`src/rtl/alu_operand_stage.sv`:
```
`default_nettype none
// ============================================================================
//  Module      : alu_operand_stage
//  Description : Architectural register file plus ALU operand formation for a
//                single-cycle datapath.
//                - 2**AW x DW registers, register 0 hardwired to zero
//                - two combinational read ports (qa, qb) and a debug read port
//                - one write port, committed on the rising edge of clk
//                - operand a: register A or zero-extended shift amount
//                - operand b: register B or sign/zero-extended 16-bit immediate
//
//  Ports       : clk      - system clock, rising edge
//                rst      - synchronous reset, active-high (clears registers)
//                rna/rnb  - read addresses for qa / qb
//                we/wn/d  - write enable, write address, write data
//                shift/sa - select shift amount for operand a / amount field
//                aluimm   - select immediate for operand b
//                sext/imm - sign-extend select / immediate field
//                qa/qb    - raw register reads
//                a/b      - ALU operands
//                dbg_addr/dbg_data - debug read port
//
//  Revision    : 1.0 - initial release
// ============================================================================
module alu_operand_stage #(
    parameter int DW = 32,
    parameter int AW = 5
) (
    input  logic          clk,
    input  logic          rst,
    input  logic [AW-1:0] rna,
    input  logic [AW-1:0] rnb,
    input  logic          we,
    input  logic [AW-1:0] wn,
    input  logic [DW-1:0] d,
    input  logic          shift,
    input  logic [4:0]    sa,
    input  logic          aluimm,
    input  logic          sext,
    input  logic [15:0]   imm,
    output logic [DW-1:0] qa,
    output logic [DW-1:0] qb,
    output logic [DW-1:0] a,
    output logic [DW-1:0] b,
    input  logic [AW-1:0] dbg_addr,
    output logic [DW-1:0] dbg_data
);

    localparam int NREG = 2 ** AW;

    // Flattened view of the register file; entry 0 is a constant zero so the
    // read ports need no separate address-zero check.
    logic [DW-1:0] w_rf [NREG];

    assign w_rf[0] = '0;

    // One storage register per architectural register 1..NREG-1. Reset wins
    // over a simultaneous write.
    for (genvar gi = 1; gi < NREG; gi++) begin : g_reg
        logic [DW-1:0] r_q;

        always_ff @(posedge clk) begin
            if (rst) begin
                r_q <= '0;
            end else if (we && (wn == AW'(gi))) begin
                r_q <= d;
            end
        end

        assign w_rf[gi] = r_q;
    end

    // Reads deliberately have no write bypass: d is produced from a/b in the
    // same cycle, so forwarding d here would close a combinational loop.
    assign qa       = w_rf[rna];
    assign qb       = w_rf[rnb];
    assign dbg_data = w_rf[dbg_addr];

    // Operand formation.
    logic [DW-1:0] w_sa_ext;
    logic [DW-1:0] w_imm_ext;

    assign w_sa_ext  = {{(DW-5){1'b0}}, sa};
    assign w_imm_ext = sext ? {{(DW-16){imm[15]}}, imm}
                            : {{(DW-16){1'b0}}, imm};

    assign a = shift  ? w_sa_ext  : qa;
    assign b = aluimm ? w_imm_ext : qb;

endmodule
`default_nettype wire

```
`config.mk`:
```
export PLATFORM = sky130hd
export DESIGN_NAME = alu_operand_stage
export DESIGN_NICKNAME = d
export VERILOG_FILES = /design/src/rtl/alu_operand_stage.sv
export SDC_FILE = /design/constraint.sdc
export NUM_CORES = 2
export LEC_CHECK = 0
export BUFFER_PORTS_ARGS = -buffer_cell sky130_fd_sc_hd__buf_2
export CAP_MARGIN = 5
export CORE_MARGIN = 2
export CORE_UTILIZATION = 52
export DETAILED_ROUTE_END_ITERATION = 10
export PLACE_DENSITY = 0.71
export SLEW_MARGIN = 20
export SYNTH_ARGS = -nofsm -noshare
export SYNTH_HDL_FRONTEND = slang
export SYNTH_SLANG_ARGS = --single-unit
```
`constraint.sdc`:
```
create_clock -name clk -period 3.2 [get_ports clk]
set_input_delay 0.16 -clock clk [delete_from_list [all_inputs] [get_ports clk]]
set_output_delay 0.16 -clock clk [all_outputs]
set_load 0.02 [all_outputs]
```
==> out/metrics.yaml <==
worstMarginPinSlew_ps: 1080
drtAntennaViolNets: 0
row_count: 123
drc_errors: 0
hpwl_mm: 163
place_ws_ps: 395
fp.dieW_um: 340
r2r-end: "g_reg[23].r_q[7]"
critPathMaxStageDelay_ps: 520
drv_slew: 0
grt_start_max_net_pins: 110
wl_per_cell_um: 32.8
crit_path_start_kind: "input pin"
period_share_pct: 94.9
largest_reg_flops: 992
start_util_pct: 52.3
drtIter0Drc: 10700
overflow: 0
synth_area_leader_cell: "dfxtp_1"
async_reset_ff_share_pct: 0
wl_mm: 261
htree_num_levels: 3
crit_start: "rna[0]"
crit_path_end_kind: "output port"
ys_warn_count: 0
cts-root-buf: "clkbuf_16"
yosysUniqueCellTypes: 36
grt_pass1_vias: 53600
reg_top3: "g.r_q x992"
fin_skew_ps: 0
cap_viol_max_count: 0
place.gp.congestion: 0.984
slew_headroom_pct: 28.2
synth_area_leaders: "dfxtp_1 34%, mux4_2 27%, nand2_1 13%, a21oi_1 9.0%, mux2_2 3.4%"
drive_gt1_share_pct: 26.0
clk_pin_slew_ps: 60
dr_total_vias: 57600
cts.path.max_buffers: 3
synth_area_um2: 58800
grt_pass1_wl_mm: 371
grt_setup_unrepaired: "no"
synth_common_cells: "2053 x nand2_1, 1062 x a21oi_1, 992 x dfxtp_1"
r2r_cells: 2
synth-edff-count: 0
synth_top_area_share_pct: 33.8
critPathMaxFanout: 42
clock_latency_ps: 720
top_register: "g.r_q"
setup_violations: 0
grt_use_total_pct: 43.9
worstReg2RegStart: "g_reg[23].r_q[7]"
die_area_um2: 116000
required_ps: 3040
synth_ff_type: "dfxtp_1"
tritoncts: "yes"
setup.worst_path.end: "a[2]"
status: "complete, no violations"
leakagePower_nw: 22.5
hold_viol: 0
rrSetupSlack_ps: 2440
max_freq_mhz: 329
ys_seq_area_share_pct: 33.8
fin_setup_tns_ps: 0
crit_type: "in2out"
critical_path.slowest_cell: "mux4_2"
antenna_found_initial: 20
post-cts-setup-buffers: 0
io_pins: 239
synth_fp_nets: 6455
worst_ir_drop_vdd_mv: 0.422
area_growth_pct: 13.4
first_pass_iters: 9
fin_nets: 6443
cp.arrival_ps: 2880
postSynthAreaPerCell_um2: 9.22
layout_setup_ws_ps: 163
die_y_um: 340
min_period_ps: 3040
p_per_area_nw_per_um2: 437
cts_sinks: 992
synthCells: 6376
hp-class: "in2reg"
portBuffers: 238
cts_made_buffers: 106
synth.most_common_cell: "nand2_1"
vias_per_cell: 7.22
yosys_register_bits: 992
crit_chain: "buf_8, buf_4, mux4_2, nand2b_1, a31oi_1, nand3_1, mux2_2, buf_2"
coreArea_um2: 112000
## worst max-delay path, delay by kind of cell
family          cells  cell delay (ps)
buf+inv             3              960
simple gates        2              550
mux                 2              950
compound gates      1              190
## layout make-up
type	count	area (um^2)
diodes	21	52.6
multi-input cells	4686	36300
flip-flops and latches	992	19900
inverters	1	3.75
well taps	1500	1880
clock inverters	45	541
fillers	9354	45700
clock buffers	152	3140
repair buffers	577	4870
## cell usage in the layout, fill, tap and decap left out, drive strengths merged, types with 3 or more instances in the layout
cell / count
nand2: 2053
a21oi: 1062
dfxtp: 992
mux4: 699
buf: 547
mux2: 176
mux2i: 171
clkbuf: 152
nor2: 110
a22o: 96
o221ai: 78
o22ai: 50
a22oi: 42
dlygate4sd3: 30
a211oi: 27
clkinv: 27
diode: 21
o21ai: 16
o311ai: 16
nand2b: 15
or3: 14
nor3: 12
bufinv: 10
nor4: 8
nor2b: 8
or2: 6
nand3: 6
a221o: 5
a31oi: 5
inv: 5
clkinvlp: 4
and2: 3
## repair_timing
action	4_1_cts	5_1_grt
resized for setup	0	0
endpoints found under the hold margin	805	0
hold buffers	30	0
setup endpoints to repair	0	0
## stage by stage
stage	util, %	cells	instance area (um^2)	hold WS (ps)	total power, mW
CTS	59.3	7953	66600	0.591	28.9
floorplan	-	6376	58800	296	14.7
detailed placement	55.8	7726	62600	468	16.0
global route	59.3	7955	66600	50.9	29.6
global placement	55.8	7726	62600	461	15.9
finish	59.3	7974	66700	47.2	29.1
## per-layer routing
layer | track usage [%] | up-vias | wire length, um
li1 | - | 23000 | -
met1 | 54.9 | 27500 | 85000
met2 | 58.4 | 5593 | 103000
met3 | 21.1 | 1477 | 50200
met4 | 32.0 | 24 | 22900
met5 | 0.449 | - | 207
## worst min path at each step
stage | from | depth (start not counted) | end
floorplan | d[31] | 2 | g_reg[31].r_q[31]
global placement | g_reg[30].r_q[13] | 2 | g_reg[30].r_q[13]
detailed placement | g_reg[19].r_q[26] | 2 | g_reg[19].r_q[26]
CTS | d[5] | 3 | g_reg[4].r_q[5]
global route | d[25] | 3 | g_reg[24].r_q[25]
finish | d[5] | 3 | g_reg[30].r_q[5]
## logic make-up after synthesis
group	after synthesis	synth area share (%)
compound gates	1399	13.6
simple gates	2241	14.6
mux	1046	33.1
flops	992	33.8
buf+inv	698	4.94
## power by group
part	switching (mW)	internal (mW)	leakage, nW
Combinational	2.29	1.09	12.7
Clock	5.59	7.62	1.82
Sequential	0.0932	12.4	8.00
(Power assumes the default switching activity.)
